### config.mk
export PLATFORM = sky130hd
export DESIGN_NAME = merge4_rr_arbiter
export DESIGN_NICKNAME = d
export VERILOG_FILES = /design/src/rtl/merge4_rr_arbiter.sv
export SDC_FILE = /design/constraint.sdc
export NUM_CORES = 1
export LEC_CHECK = 0
export ABC_AREA = 1
export CELL_PAD_IN_SITES_DETAIL_PLACEMENT = 0
export CELL_PAD_IN_SITES_GLOBAL_PLACEMENT = 2
export CORE_ASPECT_RATIO = 0.6
export CORE_MARGIN = 2
export CORE_UTILIZATION = 34
export CTS_CLUSTER_SIZE = 12
export DETAILED_ROUTE_END_ITERATION = 12
export GPL_ROUTABILITY_DRIVEN = 0
export PLACE_DENSITY = 0.83
export RECOVER_POWER = 25
export SYNTH_ARGS = -nofsm -noshare
export SYNTH_HDL_FRONTEND = slang
export SYNTH_SLANG_ARGS = --single-unit
### constraint.sdc
create_clock -name clk -period 5.3 [get_ports clk]
set_clock_uncertainty 0.2 [all_clocks]
set_input_delay 1.325 -clock clk [delete_from_list [all_inputs] [get_ports clk]]
set_output_delay 1.325 -clock clk [all_outputs]
set_load 0.005 [all_outputs]
### src/rtl/merge4_rr_arbiter.sv
// -----------------------------------------------------------------------------
// merge4_rr_arbiter
//
// Round-robin scheduler in front of a 4-input mutex merge stage. The merge
// needs its drive inputs to be mutually exclusive, so exactly one requester
// is granted at a time. The winner gets a single drive pulse, and the grant
// is held until the merge returns its (asynchronous) free/acknowledge. A
// watchdog aborts a grant whose free never comes back.
//
// Ports
//   clk           sole clock, rising edge
//   rst           synchronous active-high reset
//   i_req[3:0]    requests, rising-edge sensitive (level-tolerant)
//   o_grant[3:0]  one-hot grant, held from the drive cycle through the wait
//   o_drive[3:0]  one-cycle drive pulse to the merge input of the winner
//   i_free        free/ack from the merge, asynchronous to clk
//   o_done[3:0]   one-cycle completion pulse to the served requester
//   o_busy        high whenever the scheduler is not idle
//   o_timeout     sticky watchdog flag
//   o_timeout_id  requester aborted by the most recent timeout
//
// Every output is a flop; next-state values are computed from the next FSM
// state so that the registered outputs line up with the state they describe.
// -----------------------------------------------------------------------------
module merge4_rr_arbiter #(
  parameter int SYNC_STAGES = 2,
  parameter int TIMEOUT     = 255,
  parameter int TO_W        = 8
) (
  input  logic       clk,
  input  logic       rst,
  input  logic [3:0] i_req,
  output logic [3:0] o_grant,
  output logic [3:0] o_drive,
  input  logic       i_free,
  output logic [3:0] o_done,
  output logic       o_busy,
  output logic       o_timeout,
  output logic [1:0] o_timeout_id
);

  typedef enum logic [1:0] {
    ST_IDLE  = 2'd0,
    ST_DRIVE = 2'd1,
    ST_WAIT  = 2'd2,
    ST_DONE  = 2'd3
  } state_t;

  // A synchronizer shorter than two flops is not a synchronizer.
  localparam int              SYNC_N  = (SYNC_STAGES < 2) ? 2 : SYNC_STAGES;
  localparam logic            TO_EN   = (TIMEOUT != 0);
  // Counter value on the last WAIT cycle before the watchdog fires: the
  // counter is cleared in DRIVE and advances once per WAIT edge.
  localparam logic [TO_W-1:0] TO_LAST = (TIMEOUT != 0) ? TO_W'(TIMEOUT - 1) : '0;

  // Priority search starting at ptr and wrapping around mod 4.
  function automatic logic [1:0] rr_pick(input logic [3:0] req, input logic [1:0] ptr);
    logic [1:0] idx;
    logic [1:0] pick;
    logic       found;
    pick  = ptr;
    found = 1'b0;
    for (int k = 0; k < 4; k++) begin
      idx = ptr + 2'(k);
      if (!found && req[idx]) begin
        pick  = idx;
        found = 1'b1;
      end
    end
    return pick;
  endfunction

  function automatic logic [3:0] onehot4(input logic [1:0] idx);
    return 4'b0001 << idx;
  endfunction

  // Architectural state
  state_t            state_r;
  logic [3:0]        req_q_r;
  logic [3:0]        pending_r;
  logic [1:0]        ptr_r;
  logic [1:0]        win_r;
  logic [TO_W-1:0]   cnt_r;
  logic [SYNC_N-1:0] sync_r;
  logic              free_d_r;
  logic              free_rise_r;

  // Output flops
  logic [3:0]        grant_r;
  logic [3:0]        drive_r;
  logic [3:0]        done_r;
  logic              busy_r;
  logic              timeout_r;
  logic [1:0]        timeout_id_r;

  // Next-state values
  state_t            state_s;
  logic [1:0]        win_s;
  logic              take_s;
  logic              to_fire_s;
  logic [3:0]        pending_s;
  logic [TO_W-1:0]   cnt_s;
  logic [1:0]        ptr_s;
  logic [3:0]        grant_s;
  logic [3:0]        drive_s;
  logic [3:0]        done_s;
  logic              busy_s;
  logic              timeout_s;
  logic [1:0]        timeout_id_s;
  logic              free_edge_s;

  // Rising edge of the synchronized free, registered before the FSM uses it.
  assign free_edge_s = sync_r[SYNC_N-1] & ~free_d_r;

  // FSM next-state: arbitration in IDLE, free/watchdog resolution in WAIT.
  always_comb begin
    state_s   = state_r;
    win_s     = win_r;
    take_s    = 1'b0;
    to_fire_s = 1'b0;
    case (state_r)
      ST_IDLE: begin
        if (|pending_r) begin
          win_s   = rr_pick(pending_r, ptr_r);
          take_s  = 1'b1;
          state_s = ST_DRIVE;
        end else begin
          state_s = ST_IDLE;
        end
      end
      ST_DRIVE: begin
        state_s = ST_WAIT;
      end
      ST_WAIT: begin
        // A free that arrives on the very cycle the watchdog would fire
        // counts as a normal completion.
        if (free_rise_r) begin
          state_s = ST_DONE;
        end else if (TO_EN && (cnt_r == TO_LAST)) begin
          to_fire_s = 1'b1;
          state_s   = ST_DONE;
        end else begin
          state_s = ST_WAIT;
        end
      end
      ST_DONE: begin
        state_s = ST_IDLE;
      end
      default: begin
        state_s = ST_IDLE;
      end
    endcase
  end

  // Datapath next values: pending set/clear, watchdog counter, pointer.
  always_comb begin
    pending_s = pending_r;
    cnt_s     = cnt_r;
    ptr_s     = ptr_r;
    // A new edge on the winner in the same cycle survives the clear.
    if (take_s) begin
      pending_s = pending_r & ~onehot4(win_s);
    end else begin
      pending_s = pending_r;
    end
    pending_s = pending_s | (i_req & ~req_q_r);
    case (state_r)
      ST_DRIVE: cnt_s = '0;
      ST_WAIT:  cnt_s = cnt_r + 1'b1;
      ST_DONE:  ptr_s = win_r + 2'd1;
      default:  cnt_s = cnt_r;
    endcase
  end

  // Output next values, derived from the state the FSM is about to enter.
  always_comb begin
    grant_s      = 4'b0000;
    drive_s      = 4'b0000;
    done_s       = 4'b0000;
    busy_s       = (state_s != ST_IDLE);
    timeout_s    = timeout_r | to_fire_s;
    timeout_id_s = timeout_id_r;
    case (state_s)
      ST_DRIVE: begin
        grant_s = onehot4(win_s);
        drive_s = onehot4(win_s);
      end
      ST_WAIT: begin
        grant_s = onehot4(win_s);
      end
      ST_DONE: begin
        done_s = onehot4(win_s);
      end
      default: begin
        grant_s = 4'b0000;
      end
    endcase
    if (to_fire_s) begin
      timeout_id_s = win_r;
    end else begin
      timeout_id_s = timeout_id_r;
    end
  end

  // FSM, request capture and watchdog state registers.
  always_ff @(posedge clk) begin
    if (rst) begin
      state_r   <= ST_IDLE;
      req_q_r   <= 4'b0000;
      pending_r <= 4'b0000;
      ptr_r     <= 2'd0;
      win_r     <= 2'd0;
      cnt_r     <= '0;
    end else begin
      state_r   <= state_s;
      req_q_r   <= i_req;
      pending_r <= pending_s;
      ptr_r     <= ptr_s;
      win_r     <= win_s;
      cnt_r     <= cnt_s;
    end
  end

  // Free synchronizer chain plus the edge-detect flops.
  always_ff @(posedge clk) begin
    if (rst) begin
      sync_r      <= '0;
      free_d_r    <= 1'b0;
      free_rise_r <= 1'b0;
    end else begin
      sync_r      <= {sync_r[SYNC_N-2:0], i_free};
      free_d_r    <= sync_r[SYNC_N-1];
      free_rise_r <= free_edge_s;
    end
  end

  // Registered outputs.
  always_ff @(posedge clk) begin
    if (rst) begin
      grant_r      <= 4'b0000;
      drive_r      <= 4'b0000;
      done_r       <= 4'b0000;
      busy_r       <= 1'b0;
      timeout_r    <= 1'b0;
      timeout_id_r <= 2'd0;
    end else begin
      grant_r      <= grant_s;
      drive_r      <= drive_s;
      done_r       <= done_s;
      busy_r       <= busy_s;
      timeout_r    <= timeout_s;
      timeout_id_r <= timeout_id_s;
    end
  end

  assign o_grant      = grant_r;
  assign o_drive      = drive_r;
  assign o_done       = done_r;
  assign o_busy       = busy_r;
  assign o_timeout    = timeout_r;
  assign o_timeout_id = timeout_id_r;

endmodule
After elaboration in Yosys (flattened, before gate mapping)
Cells that the tools add are included.
{ "word_totals": {"ff_bits": 42, "output_inout_bits": 16, "word_cells": 90} }
{ "classes": {"n_addsub": 5, "order_cmp": 4, "eq_ne": 7, "shift": 1, "n_mux": 33, "bitwise_logic": 11, "n_reduce_logical": 14} }
{ "ops": {"columns": ["op", "count"], "rows": [
  ["$mux 1", 21],
  ["$pmux 8 s2", 1],
  ["$lt 2x3->1 const B", 4],
  ["$mux 2", 5],
  ["$add 8x1->8 const B", 1],
  ["$and 4x4->4", 2],
  ["$bmux 1 s2", 4],
  ["$eq 2x2->1 const B", 4],
  ["$eq 8x8->1 const B", 1],
  ["$not 4->4", 2],
  ["$pmux 2 s4", 1],
  ["$reduce_or 2->1", 4],
  ["$add 2x1->2 const B", 2],
  ["$add 2x2->2 const B", 2],
  ["$eq 2x1->1 const B", 2],
  ["$mux 4", 1],
  ["$not 1->1", 4],
  ["$or 4x4->4", 1],
  ["$reduce_bool 2->1", 2],
  ["$reduce_or 4->1", 1],
  ["$shl 1x2->4 const A", 1],
  ["$logic_and 1x1->1", 3],
  ["$logic_not 1->1", 3],
  ["$logic_not 2->1", 1],
  ["other kinds (2)", 2]
]} }

Logic depth before layout (Yosys ltp)
{ "logic_depth": {"depth_word": 25, "depth_mapped": 16, "ltp_nobuf": 15} }

Worst setup path before layout
OpenSTA, ideal clock, no wires.
{ "synth_timing": {"kind": "input-to-reg", "from": "input port rst", "to": "register free_d_r", "setup_ps": 128, "arrival_ps": 1931, "required_time_ps": 4972, "slack_ps": 3041, "path_stages": 3, "n_path_buf": 2, "path_cell_list": "clkbuf_1 buf_1 nor2_1"} }
{ "synth_lines": {"columns": ["element", "line", "text"], "rows": [
  ["start, declared", "31", "input logic rst,"],
  ["end signal, assigned", "232", "free_d_r <= sync_r[SYNC_N-1];"],
  ["end, declared", "85", "logic free_d_r;"]
]} }
No word-level cell between the ends.

==> flow_summary.ini <==
[status]
status = completed

[timing]
fin_crit_ns = 3.41
slew_violations = 0
holdWs_ns = 0.193
worst_slew_pin_slew_ns = 0.899
setup_slack_ns = 1.89
min_period_over_period = 0.644
slew_headroom = 0.401
rsz0062_at_grt = false
fmax_mhz = 293
fin_setup_tns_ns = 0
final-hold-violation-count = 0
setup_viol = 0

[yosys]
synth_nets = 277
yosysSeqAreaShare = 0.429
synth_compound_gate_area_share = 0.0543
synth_edf_count = 0
synth.area.top_cells = dfxtp_1, nand2_1, nor2_1
synth.ff_latch_count = 42
synth_top_family_by_area = simple AND/OR/NAND/NOR gates
synth.area.mux_share = 0
synth.largest_area_cell = dfxtp_1
yosys.cell_types.count = 29
synthAdderAreaFrac = 0.0575
ys.flop_type = dfxtp_1
syn_area_per_cell_sq_um = 7.50
synthCells = 261
async_flop_share = 0
synth_top_area_share = 0.429
yosys.area_share.simple = 0.360
syn_area_sq_mm = 0.00196
synth_xor_area_frac = 0.0134
yosys_warnings = 0

[routing]
num_vias = 1590
wl_um = 4290
route.detailed.drc = 0
via_per_inst = 4.34
routedWlPerCell_um = 11.7
drtAntennaViolNets = 0
dr.first_iter.drc_count = 109
drt_first_pass_iters = 4

[clocking]
cts_buffers = 5
cts-resized-gates = 0
clk_pin_slew_ns = 0.08
hold_buffers = 0
clock_latency_ns = 0.29
cts-root-buf = clkbuf_8
htreeDepth = 2
cts_buffer_depth = 2
postCtsSetupRepairBufs = 0
clock-sinks = 42
cts_tree = done

[placed_design]
dp_slack_ns = 2.27
dp_cells = 358
place_area_sq_mm = 0.00225
portBuffers = 22
dp_hpwl_um = 3300

[finish]
layout_commonest_cell = nand2_1
final_cell_mix = nand2_1, dfxtp_1, nor2_1
nFillCells = 599
diodes = 0
finalNonFillerCells = 366
final_util = 0.423
drive_above_1_share = 0.122
final_nets = 301
final_area_sq_mm = 0.00235
syn_to_final_growth_pct = 20.3

[setup_path]
cp_max_fo = 20
r2r_slack_ns = 2.96
cp_data_required_time_ns = 5.27
path_class = input pin to flip-flop
ff2ff_path_depth = 13
worstSetupEndpointType = flip-flop
critPathArrivalTime_ns = 3.38
cp-start-kind = input pin

[global_route]
grt_max_degree = 21
grt_pass1_wl_um = 7630
grt_pass1_vias = 1532
gr-total-overflow = 0
antenna_found_initial = 0
grt_usage = 0.153

[floorplanning]
die_h_um = 62.8
row_count = 21
io_pins = 23
core_sq_mm = 0.00557
die_width_um = 102
initial_core_util = 0.352
die_area_sq_mm = 0.00640

[power_and_ir_drop]
total_power_mw = 0.935
vdd_drop_max_mv = 0.176
powerDensity_mw_per_mm2 = 397
p_leak_nw = 1.01

[flow_run]
drv_cap = 0

[hold_path]
worstHoldPathCells = 1
hold_class = flip-flop to flip-flop
-- final timing paths --
kind	startpoint	endpoint
min	free_d_r	free_rise_r
max	rst	cnt_r[4]
min reg2reg	free_d_r	free_rise_r
max reg2reg	ptr_r[0]	pending_r[2]
-- flip-flops by register name (all words and copies together), names as in the netlist, 4 cells and up --
| name | cells |
|---|---|
| o_grant | 4 |
| req_q_r | 4 |
| o_done | 4 |
| pending_r | 4 |
| cnt_r | 8 |
| o_drive | 4 |
-- final cells by class --
class                           instances  area [sq um]  area share
Sequential cell                        42           841       0.357
Clock inverter                          2          37.5      0.0159
Multi-Input combinational cell        179           950       0.403
Timing Repair Buffer                   23           224      0.0951
Inverter                               34           130      0.0553
Tap cell                               80           100      0.0425
Clock buffer                            6          72.6      0.0308
-- where the power goes --
group          internal (mW)  switching, mW  total [mW]
Combinational          0.114          0.196       0.310
Sequential             0.351         0.0240       0.375
Clock                  0.141          0.109       0.250
-- kinds of logic after synthesis --
logic type,count (synthesis)
buffers and inverters,40
AO/OA/AOI/OAI,19
XOR/XNOR,3
flip-flops,42
AND/OR/NAND/NOR,148
adder cells (fa/ha/maj),9
-- cells in the mapped netlist, types with 4 or more instances --
cell     instances
nand4_1          4
inv_1           30
a21oi_1          6
nand2_1         60
nand2_4          4
ha_1             9
nand3_2          5
nand2_2         13
nand3_1         14
o21ai_0          7
nor3_1           4
nor2_1          38
dfxtp_1         42
-- critical path, cell delays in order --
cell and delay [ns]:
dlygate4sd3_1 0.52, clkbuf_1 0.67, inv_1 0.40, o21ai_1 0.35, nor3_1 0.10
-- per-layer routing --
metal  up-vias  GRT usage  share of wire  wire length [um]
met4         0     0.0250         0.0051                22
met5         -          0              0                 0
met3         4     0.0526          0.075               322
met2        42      0.178           0.32              1370
met1       678      0.258           0.60              2570
li1        866          -              -                 -
(Power assumes the default switching activity.)
